--- src/rtl/seg7_scan_driver.sv ---
// Scans a packed 8-character display bus onto an 8-digit common-anode seven-segment panel.
// Each digit slot starts with a blanking interval. The bus is snapshotted once per frame.
module seg7_scan_driver #(
  parameter int SCAN_DIV  = 100000,
  parameter int BLANK_CYC = 1000
) (
  input  logic        clk,
  input  logic        rstn,
  input  logic [63:0] display_i,
  input  logic [7:0]  dp_i,
  input  logic        enable_i,
  output logic [7:0]  an_o,
  output logic [7:0]  seg_o,
  output logic        frame_sync_o
);

  localparam int SW = (SCAN_DIV > 1) ? $clog2(SCAN_DIV) : 1;

  typedef enum logic {BLANK, DRIVE} state_t;

  state_t        state_q, next_state;
  logic [SW-1:0] slot_q, next_slot;
  logic [2:0]    digit_q, next_digit;
  logic [63:0]   frame_q, src;
  logic          run_q, snap_now;
  logic [7:0]    cur_char;
  logic [6:0]    glyph;

  function automatic logic [6:0] hex7(input logic [3:0] v);
    logic [6:0] r;
    case (v)
      4'h0: r = 7'h40;  4'h1: r = 7'h79;  4'h2: r = 7'h24;  4'h3: r = 7'h30;
      4'h4: r = 7'h19;  4'h5: r = 7'h12;  4'h6: r = 7'h02;  4'h7: r = 7'h78;
      4'h8: r = 7'h00;  4'h9: r = 7'h10;  4'hA: r = 7'h08;  4'hB: r = 7'h03;
      4'hC: r = 7'h46;  4'hD: r = 7'h21;  4'hE: r = 7'h06;  default: r = 7'h0E;
    endcase
    return r;
  endfunction

  function automatic logic [6:0] decode(input logic [7:0] c);
    logic [6:0] r;
    if (c < 8'h10)                                        r = hex7(c[3:0]);
    else if (c >= 8'h30 && c <= 8'h39)                    r = hex7(c[3:0]);
    else if ((c >= 8'h41 && c <= 8'h46) ||
             (c >= 8'h61 && c <= 8'h66))                  r = hex7(c[3:0] + 4'd9);
    else if (c == 8'h20)                                  r = 7'h7F;
    else if (c == 8'h2D)                                  r = 7'h3F;
    else if (c == 8'h5F)                                  r = 7'h77;
    else                                                  r = 7'h36;
    return r;
  endfunction

  // Outputs are registered from the next (digit, slot) so they line up with the counters.
  // run_q makes the first edge after reset land on digit 0 slot 0 rather than advancing.
  always_comb begin
    next_slot  = slot_q;
    next_digit = digit_q;
    if (!run_q) begin
      next_slot  = '0;
      next_digit = '0;
    end else if (slot_q == SW'(SCAN_DIV - 1)) begin
      next_slot  = '0;
      next_digit = digit_q + 3'd1;
    end else begin
      next_slot = slot_q + SW'(1);
    end

    next_state = state_q;
    case (state_q)
      BLANK:   if (next_slot == SW'(BLANK_CYC)) next_state = DRIVE;
      DRIVE:   if (next_slot == '0)             next_state = BLANK;
      default: next_state = BLANK;
    endcase

    // Bypass the snapshot register on the cycle it loads so a 1-cycle blank still sees new data.
    snap_now = run_q && (slot_q == '0) && (digit_q == '0);
    src      = snap_now ? display_i : frame_q;
    cur_char = src[{next_digit, 3'b000} +: 8];
    glyph    = decode(cur_char);
  end

  always_ff @(posedge clk) begin
    if (!rstn) begin
      run_q        <= 1'b0;
      slot_q       <= '0;
      digit_q      <= '0;
      state_q      <= BLANK;
      frame_q      <= '0;
      an_o         <= 8'hFF;
      seg_o        <= 8'hFF;
      frame_sync_o <= 1'b0;
    end else begin
      run_q        <= 1'b1;
      slot_q       <= next_slot;
      digit_q      <= next_digit;
      state_q      <= next_state;
      if (snap_now) frame_q <= display_i;
      frame_sync_o <= (next_slot == '0) && (next_digit == '0);
      if (next_state == DRIVE && enable_i) begin
        an_o  <= ~(8'b1 << next_digit);
        seg_o <= {~dp_i[next_digit], glyph};
      end else begin
        an_o  <= 8'hFF;
        seg_o <= 8'hFF;
      end
    end
  end

endmodule

--- config.mk ---
export PLATFORM = sky130hd
export DESIGN_NAME = seg7_scan_driver
export DESIGN_NICKNAME = d
export VERILOG_FILES = /design/src/rtl/seg7_scan_driver.sv
export SDC_FILE = /design/constraint.sdc
export NUM_CORES = 1
export LEC_CHECK = 0
export BUFFER_PORTS_ARGS = -buffer_cell sky130_fd_sc_hd__buf_2
export CORE_ASPECT_RATIO = 0.9
export CORE_MARGIN = 3
export CORE_UTILIZATION = 60
export DETAILED_ROUTE_END_ITERATION = 8
export MAX_ROUTING_LAYER = met4
export PLACE_DENSITY = 0.91
export REMOVE_ABC_BUFFERS = 1
export SYNTH_ARGS = -nofsm -noshare
export SYNTH_HDL_FRONTEND = slang
export SYNTH_SLANG_ARGS = --single-unit
--- constraint.sdc ---
create_clock -name clk -period 8.81 [get_ports clk]
set_input_delay 0.4405 -clock clk [delete_from_list [all_inputs] [get_ports clk]]
set_output_delay 0.4405 -clock clk [all_outputs]
set_load 0.005 [all_outputs]
# Yosys cells after proc, flatten, opt, wreduce, memory -nomap -nowiden

Memory sizes are Yosys's and may differ from the RTL's.
Cells that the tools add are included.

Output and inout port bits: 17
Flip-flop bits (word level): 103
Bits of input ports: 75
Bits in read-only memories: 336
RAM bits: 0
Latch bits: 0
Memories: 3

Shifts and indexed selects: 2
Reductions and logical operators: 13
Divide/modulo/power cells: 0
Add/sub/neg operators: 3
Eq/ne operators: 5
$mul: 0
$lt $le $gt $ge: 8
Mux-type cells: 17
Bitwise operators: 3

Memories:

| name            | depth | width | read ports | clocked after Yosys merged registers in | write ports | line | RTL |
|---|---|---|---|---|---|---|---|
| (no name shown) | 16    | 7     | 1          | 0                                       | 0           | 31   | `case (v)` |
| (no name shown) | 16    | 7     | 1          | 0                                       | 0           | 31   |  |
| (no name shown) | 16    | 7     | 1          | 0                                       | 0           | 31   |  |

Operators with widths:

| kind                    | count |
|---|---|
| $mux W64                | 1 |
| $shiftx A64 B7 Y8       | 1 |
| $mux W7                 | 6 |
| $logic_not A17 Y1       | 2 |
| $mux W17                | 2 |
| $add A17 B1 Y17 const B | 1 |
| $eq A17 B10 Y1 const B  | 1 |
| $eq A17 B17 Y1 const B  | 1 |
| $eq A8 B6 Y1 const B    | 2 |
| $ge A8 B7 Y1 const B    | 2 |
| $le A8 B7 Y1 const B    | 2 |
| $eq A8 B7 Y1 const B    | 1 |
| $ge A8 B6 Y1 const B    | 1 |
| $le A8 B6 Y1 const B    | 1 |
| $lt A8 B5 Y1 const B    | 1 |
| $not A8 Y8              | 1 |
| $shl A1 B3 Y8 const A   | 1 |
| $logic_and A1 B1 Y1     | 7 |
| $logic_not A3 Y1        | 2 |
| $mux W3                 | 2 |
| $add A4 B4 Y4 const B   | 1 |
| $lt A3 B4 Y1 const B    | 1 |
| $mux W1                 | 4 |
| $add A3 B1 Y3 const B   | 1 |
| other kinds (5)         | 6 |

# Longest topological paths before layout

Gate-level depths: netlist of run 1.

Word-level depth: 12
Gate-level depth with buffers: 19

# Least setup slack after synthesis of run 1

Ideal clock, no wire load.

Kind: flip-flop to flip-flop
Start: reg slot_q[0]
End: reg seg_o[0]
Slack: 4891 ps
Stages on the path, launching flop included: 18
Library setup time: 134 ps
Period minus slack after synthesis: 3919 ps
Required time: 8676 ps
Path buffers: 2
Data arrival time: 3785 ps
Cell sequence: dfxtp_1 ha_1 buf_6 and4_4 buf_6 and4_4 nand2_4 mux2i_4 mux2_2 a22oi_1 o2bb2ai_2 inv_1 ha_1 ha_1 nor2b_1 a21oi_1 nor2_1 or4_1

Word-level cells in the longest chain between the ends: 12
Elaborated cells on any way between the ends: 42

RTL lines:

| item                                                    | line | RTL |
|---|---|---|
| start, declared                                         | 22   | `logic [SW-1:0] slot_q, next_slot;` |
| start signal, assigned                                  | 94   | `slot_q <= next_slot;` |
| branches (longest 12 deep; another with $mem_v2 Z16 W7) | n/a  |  |
| end signal, assigned                                    | 101  | `seg_o <= {~dp_i[next_digit], glyph};` |
| end, declared                                           | 13   | `output logic [7:0] seg_o,` |

Parallel ways; which one is timed is not known.
A chain may end at the register's enable or synchronous reset.

# Worst setup path after layout of run 1

Same ends and word-level chain as after synthesis.

==> metrics.txt, run 1 <==
Netlist Area Pre-Place=0.00525 sq mm; CTS H-Tree Depth=3; Post-synth ARST share=0%; antenna violations before repair=0; pwr dens=~160 mW/mm^2; unrepaired setup endpoints after global routing=false; largest net degree at the start of global routing=69; CP Data Required Time=9070 ps; clk buf depth=2; Seq/Total Area, Yosys=39.3%; WL per Instance=16.8 um; Post-CTS Setup Repair Bufs=0; Crit Path Max Fanout=16; DR iter-0 viols=366; static leakage=between 2 and 2.5 nW; DRT antenna net count=0; grt met3 use=6.29%; Reg clk slew, reported paths=110 ps; Arr. time, crit path=5040 ps; die area=0.00991 sq mm; CP Capture Type=flop; hpwl dp=9.52 mm; Placeable Area=0.00826 sq mm; CTS Sinks=103; #FFs+latches synth=around 100; post-layout min period=4780 ps; CTS Hold Bufs=0; Worst-Margin Slew=1140 ps; Hold Path Class=in -> reg; Synth Instances=about 600; status=finished clean; syn avg cell area=8.78 sq um; Seq. cell area=0.00206 sq mm; PortBufs=91; Reg2Reg Depth=14; Startpoint Class=flop; met1 Use GR=between 30% and 40%; final worst setup slack=around 4000 ps; VDD IR-drop max=0.0989 mV; DIE HEIGHT=94.8 um; yosys warns=0; Post-synth EDFFs=0; Final Skew=around 14 ps; Routed WL=around 13 mm; nets=750; Vias=4,720; Hold Vio Cnt, Final=0; DR DRC count=0; CP Class=reg -> reg; first-pass GRT wire length=21.4 mm; vias per inst=6.02; GRT Max-Usage Layer=met2; # resized after CTS=0; Starting Density=63.6%; final setup TNS=0 ps; Num CTS Buffers=9; Final Cycle Share=54.2%; number of global-route vias before repair=4,410; All-Layer GR Usage=27.6%; clock root cell=clkbuf_8; Pre-Repair DR Iteration Count=5; Hold Path Depth=1; Multi-input gate area=just under 0.003 sq mm; # diodes=0; final instance area=0.00581 sq mm; IO Count=92; worst slack, placed=4170 ps; commonest non-fill, non-tap cells in the layout=103 x nor2_1, 103 x dfxtp_1, 91 x buf_2, 58 x mux2i_1, 54 x nand2_1; Area Growth Syn to Fin=10.7%; Final Wtd Congestion=1.02; max-slew violation count=0; CTS tree=built; M2 GR Usage=43.6%; Fmax=209 MHz; Row Count=31; max cap viols=0; Yosys cell types=73; share of layout cells above drive strength 1=21.4%; Clk Latency, worst-skew pair=380 ps; fill cell count=around 650; Main synth FF type=dfxtp_1; placed inst area=0.00562 sq mm; grt ovf=0; Setup-failing EPs final=0; Slew headroom=24.3%; die span in x=~100 um
-- registers in the layout, summed over array words and instances (netlist names) --
signal,flops
frame_sync_o,1
run_q,1
an_o,8
slot_q,17
seg_o,8
state_q,1
digit_q,3
frame_q,64
-- critical path: stages, from the launching register on --
cell and delay [ps]:
dfxtp_1 380, ha_1 300, and4_4 320, nand4_1 230, o21ai_0 380, o31a_1 730
o221ai_1 240, o2bb2ai_2 430, inv_1 170, ha_1 300, ha_1 450, nor2b_1 100
a21oi_1 120, nor2_1 50, or4_1 460
-- layer usage --
layer	up-vias	share of wire, %
met3	20	8.0
met2	210	45
met1	2244	45
li1	2246	-
met4	0	1.4
met5	-	0
-- layout make-up --
type	instances	area share, %
clock inverter	7	1.25
sequential	103	35.5
timing repair buffer	92	7.96
tap	115	2.47
inverter	13	0.839
clock buffer	9	2.13
multi-input combinational	445	49.9
-- synthesized netlist by cell type, drive strengths merged, types with 3 or more instances --
cell / instances / area [sq um]
a211oi: 6 / 45.0
a21oi: 18 / 93.8
a22oi: 5 / 42.5
a31oi: 5 / 31.3
and2: 8 / 52.6
and3: 4 / 26.3
and4: 3 / 31.3
buf: 25 / 198
clkbuf: 12 / 45.0
dfxtp: 103 / 2060
ha: 11 / 138
inv: 13 / 48.8
mux2: 8 / 90.1
mux2i: 59 / 603
nand2: 57 / 226
nand2b: 7 / 43.8
nand3: 11 / 55.1
nand4: 12 / 90.1
nor2: 104 / 393
nor2b: 5 / 31.3
nor3: 19 / 95.1
nor4: 9 / 75.1
o21ai: 9 / 45.0
o22ai: 30 / 188
xnor2: 12 / 105
xor2: 8 / 70.1
-- through the flow --
step                      util, %  power [mW]  cells  hold WS (ps)
final                        70.4       0.935    784           256
after global routing         70.4       0.977    784           235
after CTS                    70.4       0.936    784           243
after detailed placement     68.0       0.645    768           444
after global placement       68.0       0.640    768           436
after floorplan                 -       0.603    561           425
-- power breakdown --
part           leakage (nW)  internal [mW]  switching (mW)
clock                0.0974          0.112           0.186
combinational          1.54         0.0604          0.0847
sequential            0.842          0.485         0.00691
total                  2.48          0.658           0.277
-- cells by family (layout without fill, tap and decap cells) --
logic type               Yosys count  after routing  share of synthesized area, %
AND/OR/NAND/NOR                  253            253                          23.6
flip-flops                       103            103                          39.3
AO/OA/AOI/OAI                     94             94                          12.4
multiplexers                      67             67                          13.2
buffers and inverters             50            121                          5.55
XOR/XNOR                          20             20                          3.34
adder cells (fa/ha/maj)           11             11                          2.62
-- final timing paths --
path,startpoint,endpoint,slack (ps)
max,slot_q[0]$_SDFF_PN0_,seg_o[0]$_SDFF_PN1_,4030
min,rstn,run_q$_DFF_P_,260
max reg2reg,slot_q[0]$_SDFF_PN0_,seg_o[0]$_SDFF_PN1_,4030
min reg2reg,frame_q[17]$_SDFF_PN0_,frame_q[17]$_SDFF_PN0_,450
Note: power is estimated with default switching activity, not from simulation.
==> run 2: changes to the inputs <==
--- a/config.mk
+++ b/config.mk
@@ -8,10 +8,10 @@
 export BUFFER_PORTS_ARGS = -buffer_cell sky130_fd_sc_hd__buf_2
 export CORE_ASPECT_RATIO = 0.9
 export CORE_MARGIN = 3
-export CORE_UTILIZATION = 60
+export CORE_UTILIZATION = 56
 export DETAILED_ROUTE_END_ITERATION = 8
 export MAX_ROUTING_LAYER = met4
-export PLACE_DENSITY = 0.91
+export PLACE_DENSITY = 0.86
 export REMOVE_ABC_BUFFERS = 1
 export SYNTH_ARGS = -nofsm -noshare
 export SYNTH_HDL_FRONTEND = slang
==> constraint.sdc (replaced) <==
create_clock -name clk -period 4.4 [get_ports clk]
set_input_delay 0.22 -clock clk [delete_from_list [all_inputs] [get_ports clk]]
set_output_delay 0.22 -clock clk [all_outputs]
set_load 0.005 [all_outputs]
==> metrics.txt, run 2 (synthesis results as in run 1) <==
status=finished clean; Num CTS Buffers=9; max-slew violation count=0; CTS H-Tree Depth=3; hpwl dp=9.54 mm; reg-to-reg startpoint=slot_q[0]$_SDFF_PN0_; CP Data Required Time=4660 ps; worst slack, placed=~51 ps; vias per inst=5.93; Area Growth Syn to Fin=14.4%; Clk Latency, worst-skew pair=390 ps; fill cell count=between 600 and 700; unrepaired setup endpoints after global routing=false; Vias=4,757; nets=764; critical path startpoint=slot_q[0]$_SDFF_PN0_; Placeable Area=0.00885 sq mm; CTS tree=built; # diodes=0; Slew headroom=~24%; DRT antenna net count=0; share of layout cells above drive strength 1=23.6%; Arr. time, crit path=between 4000 and 5000 ps; reg-to-reg endpoint=seg_o[1]$_SDFF_PN1_; max FFs per register=64; Final Skew=between 10 and 15 ps; Final Cycle Share=roughly 96%; worst setup path endpoint=seg_o[1]$_SDFF_PN1_; WP depth=15; die span in x=108 um; Pre-Repair DR Iteration Count=5; largest net degree at the start of global routing=69; buffers plus inverters on the worst setup path=2; Reg2Reg Depth=15; VDD IR-drop max=0.228 mV; max cap viols=0; Starting Density=59.3%; PortBufs=91; pwr dens=330 mW/mm^2; Routed WL=~13 mm; Top Registers=frame_q x64, slot_q x17; DR iter-0 viols=310; CTS Sinks=103; Seq. cell area=0.00206 sq mm; part of the power in combinational logic=15.3%; final worst setup slack=160 ps; Multi-input gate area=0.00295 sq mm; Startpoint Class=flop; NetSw=0.547 mW; IO Count=92; WL per Instance=16.5 um; CP Class=reg -> reg; clk buf depth=2; Crit Path Max Fanout=9; DIE HEIGHT=97.9 um; Reg clk slew, reported paths=approximately 100 ps; number of global-route vias before repair=4,502; Sw Share=between 20% and 30%; All-Layer GR Usage=25.4%; grt ovf=0; first-pass GRT wire length=21.2 mm; Hold Vio Cnt, Final=0; sequential fraction of design power=between 40% and 50%; Clk pwr share=35.0%; Final Wtd Congestion=1.03; family with the most delay on the worst path=simple AND/OR/NAND/NOR gates; slowest CP cell=nor4_1; CP Capture Type=flop; Row Count=32; clock root cell=clkbuf_8; commonest non-fill, non-tap cells in the layout=103 x nor2_1, 103 x dfxtp_1, 91 x buf_2, 58 x mux2i_1, 54 x nand2_1; Setup-failing EPs final=0; HP Start=rstn; Fmax=236 MHz; DR DRC count=0; die area=0.0106 sq mm; Internal Dissipation=roughly 1.4 mW; static leakage=between 2 and 3 nW; r2r setup slk=160 ps; placed inst area=0.00571 sq mm; post-layout min period=4240 ps; Critical Path Max Stage Delay=420 ps; Reg with most FFs=frame_q; antenna violations before repair=0; final instance area=0.00601 sq mm; Hold Path Class=in -> reg; Worst-Margin Slew=approximately 1100 ps; worst-path cell chain=ha_2 > and4_4 > and4_4 > nand2_4 > mux2i_4 > buf_4 > mux2_2 > a221oi_1 > a22oi_2 > inv_1 > ha_2 > nor3b_2 > a211o_4 > nor4_1 > o21ai_1
## run 2: cell count changes in the layout (fill, tap and decap cells not counted), moves of 2 or more
cell	change
bufinv_16	+2
ha_2	+2
buf_4	+14
ha_1	-3
## run 2: power groups by stage
stage | Clock (mW) | Combinational, mW | Sequential (mW)
floorplan | 0 | 0.205 | 1.00
global placement | 0 | 0.278 | 1.00
detailed placement | 0 | 0.289 | 1.01
CTS | 0.696 | 0.291 | 0.984
global route | 0.735 | 0.329 | 0.987
finish | 0.694 | 0.303 | 0.984
## run 2: cell type report
type	count	share of cell area, %
Clock inverter	7	1.81
Tap cell	119	2.48
Timing Repair Buffer	106	9.46
Multi-Input combinational cell	445	49.0
Inverter	13	0.812
Sequential cell	103	34.3
Clock buffer	9	2.06
## run 2: layer usage
metal  up-vias  global-route usage (%)  wire [um]
met4         0                    7.96        276
met1      2244                    34.2       5880
met2       217                    38.4       5980
li1       2266                       -          -
met5         -                       -          0
met3        30                    4.96       1110
## run 2: worst register-to-register path: stages, from the launching register on
cell and delay, ps:
dfxtp_1 380, ha_2 270, and4_4 310, and4_4 270
nand2_4 110, mux2i_4 310, buf_4 190, mux2_2 330
a221oi_1 340, a22oi_2 180, inv_1 180, ha_2 310
nor3b_2 80, a211o_4 350, nor4_1 420, o21ai_1 100
## run 2: per-stage QoR
stage / cells / util (%) / setup TNS, ps / hold slack, ps / total power, mW
detailed placement: 783 / 64.5 / 0 / 431 / 1.29
CTS: 799 / 67.1 / 0 / 37.4 / 1.97
global placement: 783 / 64.5 / 0 / 431 / 1.28
finish: 802 / 67.9 / 0 / 41.7 / 1.98
global route: 802 / 67.9 / 0 / 33.3 / 2.05
floorplan: 561 / - / -4430 / 248 / 1.21
## run 2: what timing repair did
item	4_1_cts	5_1_grt
resized for setup	0	7
setup endpoints to repair	0	6
endpoints found under the hold margin	0	0
buffers inserted	0	3
hold buffers	0	0
## run 2: worst min path at each step
stage,slack [ps],to,cells after the start
floorplan,250,run_q$_DFF_P_,0
global placement,430,run_q$_DFF_P_,1
detailed placement,430,run_q$_DFF_P_,1
CTS,40,run_q$_DFF_P_,1
global route,30,run_q$_DFF_P_,1
finish,40,run_q$_DFF_P_,1
